===== src/rtl/deser_pkg.sv =====
// Shared definitions for the bidirectional serial deserializer.
//   - state_t       : frame assembly FSM states (IDLE, COLLECT)
//   - DIR_*         : encodings of the dir / par_dir bit order
//   - frame_len()   : strobes per frame for a given data width
// Optional feature macro: DESER_PARITY_EN (adds one trailing even-parity bit
// to every frame).
package deser_pkg;

    typedef enum logic {
        IDLE    = 1'b0,
        COLLECT = 1'b1
    } state_t;

    localparam logic DIR_LSB_FIRST = 1'b1;
    localparam logic DIR_MSB_FIRST = 1'b0;

    // Number of serial strobes that make up one frame.
    function automatic int frame_len(input int width);
`ifdef DESER_PARITY_EN
        return width + 1;
`else
        return width;
`endif
    endfunction

endpackage


===== src/rtl/deser_bit_counter.sv =====
// Strobe counter for one frame: counts 0..FRAME_LEN-1 and flags the final bit.
// Ports:
//   clk, rst  : clock, asynchronous active-high reset
//   clr       : return to 0 (frame complete); wins over inc
//   inc       : count one strobe
//   last_bit  : the next strobe completes the frame
module deser_bit_counter #(
    parameter int FRAME_LEN = 4,
    parameter int CNT_W     = 3
) (
    input  logic clk,
    input  logic rst,
    input  logic clr,
    input  logic inc,
    output logic last_bit
);

    logic [CNT_W-1:0] cnt_reg;

    always_ff @(posedge clk or posedge rst) begin
        if (rst) begin
            cnt_reg <= '0;
        end else if (clr) begin
            cnt_reg <= '0;
        end else if (inc) begin
            cnt_reg <= cnt_reg + 1'b1;
        end
    end

    assign last_bit = (cnt_reg == CNT_W'(FRAME_LEN - 1));

endmodule


===== src/rtl/bidir_serial_deserializer.sv =====
// Receive end of the bidirectional shift-register serial link.
// Assembles WIDTH-bit words from serial strobes in either bit order and hands
// them out through a one-word buffer with a valid/ready handshake.
// Ports:
//   clk, rst        : clock, asynchronous active-high reset
//   ser_in, ser_vld : serial bit and its strobe
//   dir             : 1 = LSB first, 0 = MSB first; latched on a frame's first bit
//   par_out/par_vld : buffered word and its valid flag
//   par_rdy         : consumer accepts the word when par_vld & par_rdy
//   par_dir         : bit order of the word in par_out
//   overrun         : one-cycle pulse when a completed frame is dropped
//   par_err         : parity error of the word in par_out (0 without parity)
// Optional feature macro: DESER_PARITY_EN (trailing even-parity bit per frame).
module bidir_serial_deserializer
    import deser_pkg::*;
#(
    parameter int WIDTH = 4,
    parameter int CNT_W = $clog2(WIDTH + 1)
) (
    input  logic             clk,
    input  logic             rst,
    input  logic             ser_in,
    input  logic             ser_vld,
    input  logic             dir,
    output logic [WIDTH-1:0] par_out,
    output logic             par_vld,
    input  logic             par_rdy,
    output logic             par_dir,
    output logic             overrun,
    output logic             par_err
);

    localparam int FRAME_LEN = frame_len(WIDTH);

    state_t           state_reg, state_next;
    logic             frame_dir_reg;
    logic [WIDTH-1:0] shift_reg, shift_next;
    logic             last_bit;
    logic             cur_dir;
    logic             data_bit;
    logic             complete;
    logic             accept;
    logic             err_next;

    deser_bit_counter #(
        .FRAME_LEN (FRAME_LEN),
        .CNT_W     (CNT_W)
    ) u_bit_counter (
        .clk      (clk),
        .rst      (rst),
        .clr      (complete),
        .inc      (ser_vld),
        .last_bit (last_bit)
    );

    assign complete = ser_vld && last_bit;
    // Buffer can take a new word if empty or being drained this very cycle.
    assign accept   = !par_vld || par_rdy;

    // The first bit of a frame uses dir directly; later bits use the latched copy.
    assign cur_dir = (state_reg == IDLE) ? dir : frame_dir_reg;

`ifdef DESER_PARITY_EN
    // Final strobe carries parity only; the data register already holds the word.
    assign data_bit = !last_bit;
    assign err_next = (^shift_reg) ^ ser_in;
`else
    assign data_bit = 1'b1;
    assign err_next = 1'b0;
`endif

    always_comb begin
        shift_next = shift_reg;
        if (ser_vld && data_bit) begin
            if (cur_dir == DIR_LSB_FIRST) begin
                shift_next = {ser_in, shift_reg[WIDTH-1:1]};
            end else begin
                shift_next = {shift_reg[WIDTH-2:0], ser_in};
            end
        end
    end

    always_comb begin
        state_next = state_reg;
        case (state_reg)
            IDLE:    if (ser_vld)  state_next = COLLECT;
            COLLECT: if (complete) state_next = IDLE;
            default: state_next = IDLE;
        endcase
    end

    always_ff @(posedge clk or posedge rst) begin
        if (rst) begin
            state_reg     <= IDLE;
            frame_dir_reg <= DIR_MSB_FIRST;
            shift_reg     <= '0;
        end else begin
            state_reg <= state_next;
            shift_reg <= shift_next;
            if (state_reg == IDLE && ser_vld) begin
                frame_dir_reg <= dir;
            end
        end
    end

    always_ff @(posedge clk or posedge rst) begin
        if (rst) begin
            par_out <= '0;
            par_vld <= 1'b0;
            par_dir <= DIR_MSB_FIRST;
            overrun <= 1'b0;
            par_err <= 1'b0;
        end else begin
            overrun <= 1'b0;
            if (complete) begin
                if (accept) begin
                    par_out <= shift_next;
                    par_dir <= cur_dir;
                    par_err <= err_next;
                    par_vld <= 1'b1;
                end else begin
                    overrun <= 1'b1;
                end
            end else if (par_vld && par_rdy) begin
                par_vld <= 1'b0;
            end
        end
    end

endmodule


===== config.mk =====
export PLATFORM = sky130hd
export DESIGN_NAME = bidir_serial_deserializer
export DESIGN_NICKNAME = d
export VERILOG_FILES = /design/src/rtl/deser_pkg.sv /design/src/rtl/deser_bit_counter.sv /design/src/rtl/bidir_serial_deserializer.sv
export SDC_FILE = /design/constraint.sdc
export NUM_CORES = 1
export LEC_CHECK = 0
export ABC_AREA = 1
export CORE_MARGIN = 2
export CORE_UTILIZATION = 50
export DETAILED_ROUTE_END_ITERATION = 10
export PLACE_DENSITY = 0.76
export SYNTH_ARGS = -nofsm -noshare
export SYNTH_HDL_FRONTEND = slang
export SYNTH_HIERARCHICAL = 1
export SYNTH_SLANG_ARGS = --single-unit

===== constraint.sdc =====
create_clock -name clk -period 1.4 [get_ports clk]
set_input_delay 0.28 -clock clk [delete_from_list [all_inputs] [get_ports clk]]
set_output_delay 0.28 -clock clk [all_outputs]
set_load 0.005 [all_outputs]

==> results.txt, run 1 <==
Outcome: finished, final reports clean
Total Power: 1.790 mW
Reg2reg start: u_bit_counter/cnt_reg[0]
Final Hold Vio Count: 0
Post-synthesis sequential area ratio: 50.24%
Worst skew pair latency: 0.29 ns
PortBufs: 12
DRT iter0 DRCs: 14
Crit Path Max Fanout: 6
Pleak: 0.5487 nW
Max Cap Viol: 0
Switch Pwr: 626.8 uW
CP Cell Sequence: ha_1, ha_1, nand2_4, inv_4, nand2_4, inv_6, nand3_1, nand2_1
DR vias/cell: 5.071
Net Count, Synth: 98
Final nets: 120
Mapped Avg Cell Area: 8.856 sq um
Fin crit share: 95.10%
Net Sw Frac: 35.02%
Sink Count: 16
Vias in the first global route: 579
Layout overhead on the synthesized area: 25.75%
Max incr delay on CP: 0.40 ns
Worst setup SP type: flip-flop
Wire length per cell: 11.19 um
Die area: 1929 sq um
Reg2Reg Depth: 8
Final HPWL from detailed placement: 1110 um
Min cycle time layout: 1.331 ns
VDD IR max: 994.1 uV
WS Path Type: flip-flop to flip-flop
TritonCTS Buffers: 3
Sequential Power Share: 42.5%
Fin Hold WS: 0.1782 ns
Distinct cell type count of the synthesized netlist: 19
CTS root buf: clkbuf_4
Final slew viol count: 0
Io pins: 14
Clock Power Share: 16.9%
Commonest non-fill, non-tap cell in the layout: nand2_1
DR WL met2: 657 um
Largest net degree at the start of global routing: 10
Rows: 14
Reg2Reg Capture Point: par_out[3]
Slowest CP cell: dfrtp_1
Chip height: 43.93 um
DR pass1 iterations: 4
Pwr Density: 1786 nW/um^2
Critical path's top delay family: adder cells
Post-Layout Cell Count: 127
Overflow after GRT: 0
Worst Clk Skew: 0.008148 ns
CTS tree: done
Clk buf depth: 2
Cts hold-fix bufs: 0
Reg2Reg Setup Slack: 0.07 ns
Dpl cells: 122
Vias: 644
CP Buf/Inv Count: 2
CORE AREA: 1506 sq um
# H-tree levels: 1
Area of the mapped netlist: 797.0 sq um
ANT nets after route: 0
Combinational share of power: 40.6%
DRC: 0
Yosys reg bits: 16
Peak Freq: 751.1 MHz
ANT cells: 0
Starting density of the core: 52.91%
Clk slew on worst S/H paths: 0.09 ns
Most frequent cells in the layout: 21 x nand2_1, 19 x nand3_1, 16 x dfrtp_1, 9 x inv_1, 7 x buf_4
Met3 Wirelength: 57 um
Routed WL: 1421 um
Nature of the critical path endpoint: flip-flop
Gp weighted congestion: 0.8306
Proportion of layout cells with a drive suffix above 1: 16.22%
M1 WL: 663 um
RSZ-0062 raised after global routing: false
Crit path arrival time: 1.53 ns
Initial antenna violation count: 0
Cell internal pwr: 1.163 mW
WP data required: 1.59 ns
GR Util All Layers: 18.26%
First-pass GRT wire length: 2470 um
Post-Syn Instances: 90
Top Layer Used: met4
Die extent in x: 43.93 um
YS warnings: 6
Final setup viols: 0
Path type of the worst min-delay path: primary input to asynchronous set/reset pin
==> timing repair <==
item | CTS | global route
resized for setup | 6 | 1
endpoints found under the setup margin | 6 | 1
buffers inserted | 1 | 0
==> metrics by stage <==
stage	setup WS [ns]	setup TNS, ns	util (%)	cell area (sq um)
after floorplan	0.1469	0	-	797.0
after global placement	-0.08587	-0.4615	63.95	963.4
after detailed placement	-0.08723	-0.5743	63.95	963.4
after CTS	0.009798	0	66.36	999.7
after global routing	0.005152	0	66.53	1002
final	0.06855	0	66.53	1002
==> cells in the mapped netlist <==
master	count	area (sq um)
nand2_1	21	78.83
nor2_2	1	6.260
nand3_1	19	95.09
inv_2	1	3.750
nand2_4	2	22.52
inv_6	1	8.760
conb_1	1	3.750
a31oi_1	1	6.260
o21ai_0	2	10.01
or2_1	4	25.02
dfrtp_1	16	400.4
and2_1	4	25.02
buf_4	1	7.510
inv_4	1	6.260
nand2_8	1	20.02
buf_6	1	11.26
ha_1	2	25.02
nor2_1	2	7.510
inv_1	9	33.78
==> cell families (layout without fill, tap and decap cells) <==
group | after synthesis | after routing | synth area share [%]
adder cells (fa/ha/maj) | 2 | 2 | 3.139
other | 1 | 1 | 0.4705
flip-flops | 16 | 16 | 50.23
AO/OA/AOI/OAI | 3 | 3 | 2.041
buffers and inverters | 14 | 35 | 8.948
AND/OR/NAND/NOR | 54 | 54 | 35.16
==> power by group through the flow <==
stage / logic (mW) / clock network (mW) / registers [mW]
2_1_floorplan: 0.459 / 0 / 0.772
3_3_place_gp: 0.733 / 0 / 0.768
3_5_place_dp: 0.757 / 0 / 0.777
4_1_cts: 0.734 / 0.318 / 0.762
5_1_grt: 0.829 / 0.335 / 0.788
6_report: 0.726 / 0.302 / 0.761
==> worst max-delay path by stage <==
stage | start | to | slack [ns] | cells past startpoint
detailed placement | ser_vld | par_dir | -0.09 | 7
finish | u_bit_counter/cnt_reg[0] | par_out[3] | 0.07 | 8
floorplan | u_bit_counter/cnt_reg[0] | par_dir | 0.15 | 8
global route | u_bit_counter/cnt_reg[0] | par_out[1] | 0.005 | 8
global placement | ser_vld | par_dir | -0.09 | 7
CTS | overrun | overrun | 0.01 | 1
==> worst reg2reg max path: stages, from the launching register on <==
cell and delay, ns:
dfrtp_1 0.40, ha_1 0.21, ha_1 0.21, nand2_4 0.09, inv_4 0.05, nand2_4 0.10, inv_6 0.05, nand3_1 0.09
nand2_1 0.05
==> metal layers <==
layer	vias to the layer above	track usage, %
met5	-	0
met4	0	12.73
met3	5	3.750
met2	16	25.59
met1	295	25.14
li1	328	-
==> area by class of cell <==
cell class | instances | area (sq um)
Fill cell | 127 | 504.2
Sequential cell | 16 | 400.4
Multi-Input combinational cell | 60 | 325.3
Timing Repair Buffer | 19 | 167.7
Inverter | 12 | 52.55
Clock buffer | 4 | 36.28
Tap cell | 16 | 20.02
(Power assumes the default switching activity.)
==> run 2: changes to the inputs <==
--- a/config.mk
+++ b/config.mk
@@ -7,10 +7,9 @@
 export LEC_CHECK = 0
 export ABC_AREA = 1
 export CORE_MARGIN = 2
-export CORE_UTILIZATION = 50
+export CORE_UTILIZATION = 49
 export DETAILED_ROUTE_END_ITERATION = 10
 export PLACE_DENSITY = 0.76
 export SYNTH_ARGS = -nofsm -noshare
 export SYNTH_HDL_FRONTEND = slang
-export SYNTH_HIERARCHICAL = 1
 export SYNTH_SLANG_ARGS = --single-unit
==> results.txt, run 2 <==
Final Hold Vio Count: 0 (unchanged)
Top-count cell post-synth: nand2_1 (unchanged)
Rows: 14 (unchanged)
YS warnings: 0 (was 6)
Pleak: 0.4962 nW (was 0.5487 nW)
DRC: 0 (unchanged)
Die extent in x: 43.40 um (was 43.93 um)
Pwr Density: 1784 nW/um^2 (was 1786 nW/um^2)
PortBufs: 12 (unchanged)
WS Path Type: primary input to flip-flop (was flip-flop to flip-flop)
Distinct cell type count of the synthesized netlist: 20 (was 19)
Wire length per cell: 11.58 um (was 11.19 um)
Overflow after GRT: 0 (unchanged)
Starting density of the core: 51.09% (was 52.91%)
Gp weighted congestion: 0.7662 (was 0.8306)
Clk slew on worst S/H paths: 0.08 ns (was 0.09 ns)
DR pass1 iterations: 4 (unchanged)
Total Power: 1.706 mW (was 1.790 mW)
Vias in the first global route: 628 (was 579)
Design area: 955.9 sq um (was 1002 sq um)
Largest cells by area after synthesis: dfrtp_1 53%, nand3_1 12%, nand2_1 11% (was dfrtp_1 50%, nand3_1 12%, nand2_1 9.9%)
Most frequent cells in the layout: 23 x nand2_1, 18 x nand3_1, 16 x dfrtp_1, 8 x buf_4, 7 x dlygate4sd2_1 (was 21 x nand2_1, 19 x nand3_1, 16 x dfrtp_1, 9 x inv_1, 7 x buf_4)
Reg2Reg Capture Point: par_out[1] (was par_out[3])
Commonest non-fill, non-tap cell in the layout: nand2_1 (unchanged)
Nature of the critical path endpoint: flip-flop (unchanged)
Number of synthesized flops with an enable pin: 0 (unchanged)
Max Cap Viol: 0 (unchanged)
Chip height: 43.40 um (was 43.93 um)
Proportion of layout cells with a drive suffix above 1: 17.92% (was 16.22%)
Post-Layout Cell Count: 122 (was 127)
Routed WL: 1413 um (was 1421 um)
Fin crit share: 86.57% (was 95.10%)
Reg2Reg Depth: 6 (was 8)
GR Util All Layers: 18.23% (was 18.26%)
Mapped Avg Cell Area: 8.950 sq um (was 8.856 sq um)
Initial antenna violation count: 0 (unchanged)
TritonCTS Buffers: 3 (unchanged)
Largest area contributor in the netlist: dfrtp_1 (unchanged)
Reg2reg start: u_bit_counter.cnt_reg[0] (was u_bit_counter/cnt_reg[0])
Main synth FF type: dfrtp_1 (unchanged)
Net Count, Synth: 92 (was 98)
Crit Path Max Fanout: 9 (was 6)
Peak Freq: 825.1 MHz (was 751.1 MHz)
Outcome: finished, final reports clean (unchanged)
Setup tns final: 0 ns (unchanged)
Final HPWL from detailed placement: 1118 um (was 1110 um)
Worst setup SP type: primary input (was flip-flop)
CTS tree: done (unchanged)
Area after DPL: 919.6 sq um (was 963.4 sq um)
RSZ-0062 raised after global routing: false (unchanged)
DRT iter0 DRCs: 11 (was 14)
Dpl cells: 116 (was 122)
Die area: 1884 sq um (was 1929 sq um)
First-pass GRT wire length: 2484 um (was 2470 um)
Fin Hold WS: 0.2936 ns (was 0.1782 ns)
CTS root buf: clkbuf_4 (unchanged)
Final slew viol count: 0 (unchanged)
Final nets: 115 (was 120)
Worst Clk Skew: 0.004150 ns (was 0.008148 ns)
Clk buf depth: 2 (unchanged)
Post-Syn Instances: 85 (was 90)
Ys async rst share: 100.0% (unchanged)
Largest net degree at the start of global routing: 17 (was 10)
VDD IR max: 1031 uV (was 994.1 uV)
Sink Count: 16 (unchanged)
Reg2Reg Setup Slack: 0.25 ns (was 0.07 ns)
Post-synthesis sequential area ratio: 52.63% (was 50.24%)
CORE AREA: 1489 sq um (was 1506 sq um)
Io pins: 14 (unchanged)
Yosys reg bits: 16 (unchanged)
Filler cells: 136 (was 127)
DR vias/cell: 4.959 (was 5.071)
ANT cells: 0 (unchanged)
Crit path arrival time: 1.39 ns (was 1.53 ns)
ANT nets after route: 0 (unchanged)
Path type of the worst min-delay path: primary input to asynchronous set/reset pin (unchanged)
Worst skew pair latency: 0.28 ns (was 0.29 ns)
WP data required: 1.58 ns (was 1.59 ns)
Yosys top cell area share: 52.63% (was 50.24%)
Layout overhead on the synthesized area: 25.66% (was 25.75%)
# H-tree levels: 1 (unchanged)
Min cycle time layout: 1.212 ns (was 1.331 ns)
Area of the mapped netlist: 760.7 sq um (was 797.0 sq um)
Final setup viols: 0 (unchanged)
Synth top cells by count: 23 x nand2_1, 18 x nand3_1, 16 x dfrtp_1 (was 21 x nand2_1, 19 x nand3_1, 16 x dfrtp_1)
Vias: 605 (was 644)
Cts hold-fix bufs: 0 (unchanged)
## run 2: cell types whose count changed after synthesis, sizes merged
cell,delta
ha,-1
a31oi,-1
a21oi,+1
inv,-3
nand2,-1
## run 2: worst max-delay path: stages
cell	delay, ns
clkdlybuf4s50_1	0.65
nand3_4	0.15
nor2_8	0.15
inv_4	0.05
nand2_1	0.05
nand2_1	0.05
## run 2: how the worst max path moves through the flow
stage / from / end / slack, ns
after floorplan: u_bit_counter.cnt_reg[0] / par_dir / 0.33
after global placement: ser_vld / par_dir / -0.09
after detailed placement: ser_vld / par_out[1] / -0.12
after CTS: par_vld / par_vld / 0.18
after global routing: ser_vld / par_out[0] / 0.08
final: ser_vld / par_out[1] / 0.19
## run 2: final cells by class
| class | instances | area, sq um | area share (%) |
|---|---|---|---|
| clock buffer | 3 | 22.52 | 2.356 |
| sequential | 16 | 400.4 | 41.88 |
| multi-input combinational | 58 | 305.3 | 31.94 |
| tap | 16 | 20.02 | 2.094 |
| timing repair buffer | 20 | 171.4 | 17.93 |
| inverter | 9 | 36.28 | 3.796 |
## run 2: cell families (layout without fill, tap and decap cells)
| logic type | count (synthesis) | in the layout | synth area share, % |
|---|---|---|---|
| simple gates | 53 | 53 | 36.02 |
| flops | 16 | 16 | 52.63 |
| buf+inv | 11 | 32 | 7.238 |
| compound gates | 3 | 3 | 1.973 |
| fa+ha+maj | 1 | 1 | 1.644 |
| other cells | 1 | 1 | 0.4929 |
## run 2: metal layers
layer  share of wire (%)  wire length (um)  track usage (%)  vias up
li1                    -                 -                -      310
met1                  47               662            21.86      278
met2                  47               664            29.25       12
met3                 3.5                49            3.750        5
met4                 2.7                38            12.73        0
met5                   0                 0                0        -
## run 2: power by group
group	internal [mW]	switching, mW	total (mW)	leakage, nW
combinational	0.354	0.354	0.708	0.288
sequential	0.645	0.118	0.763	0.195
clock	0.0999	0.135	0.235	0.0138
total	1.10	0.607	1.71	0.496
## run 2: through the flow
stage / worst slack (ns) / utilization [%]
3_5_place_dp: -0.1235 / 61.76
4_1_cts: 0.1785 / 64.20
3_3_place_gp: -0.08764 / 61.76
2_1_floorplan: 0.3325 / -
6_report: 0.1881 / 64.20
5_1_grt: 0.07995 / 64.20
## run 2: timing repair
item,4_1_cts,5_1_grt
endpoints found under the setup margin,7,0
buffers inserted,3,0
resized for setup,7,0
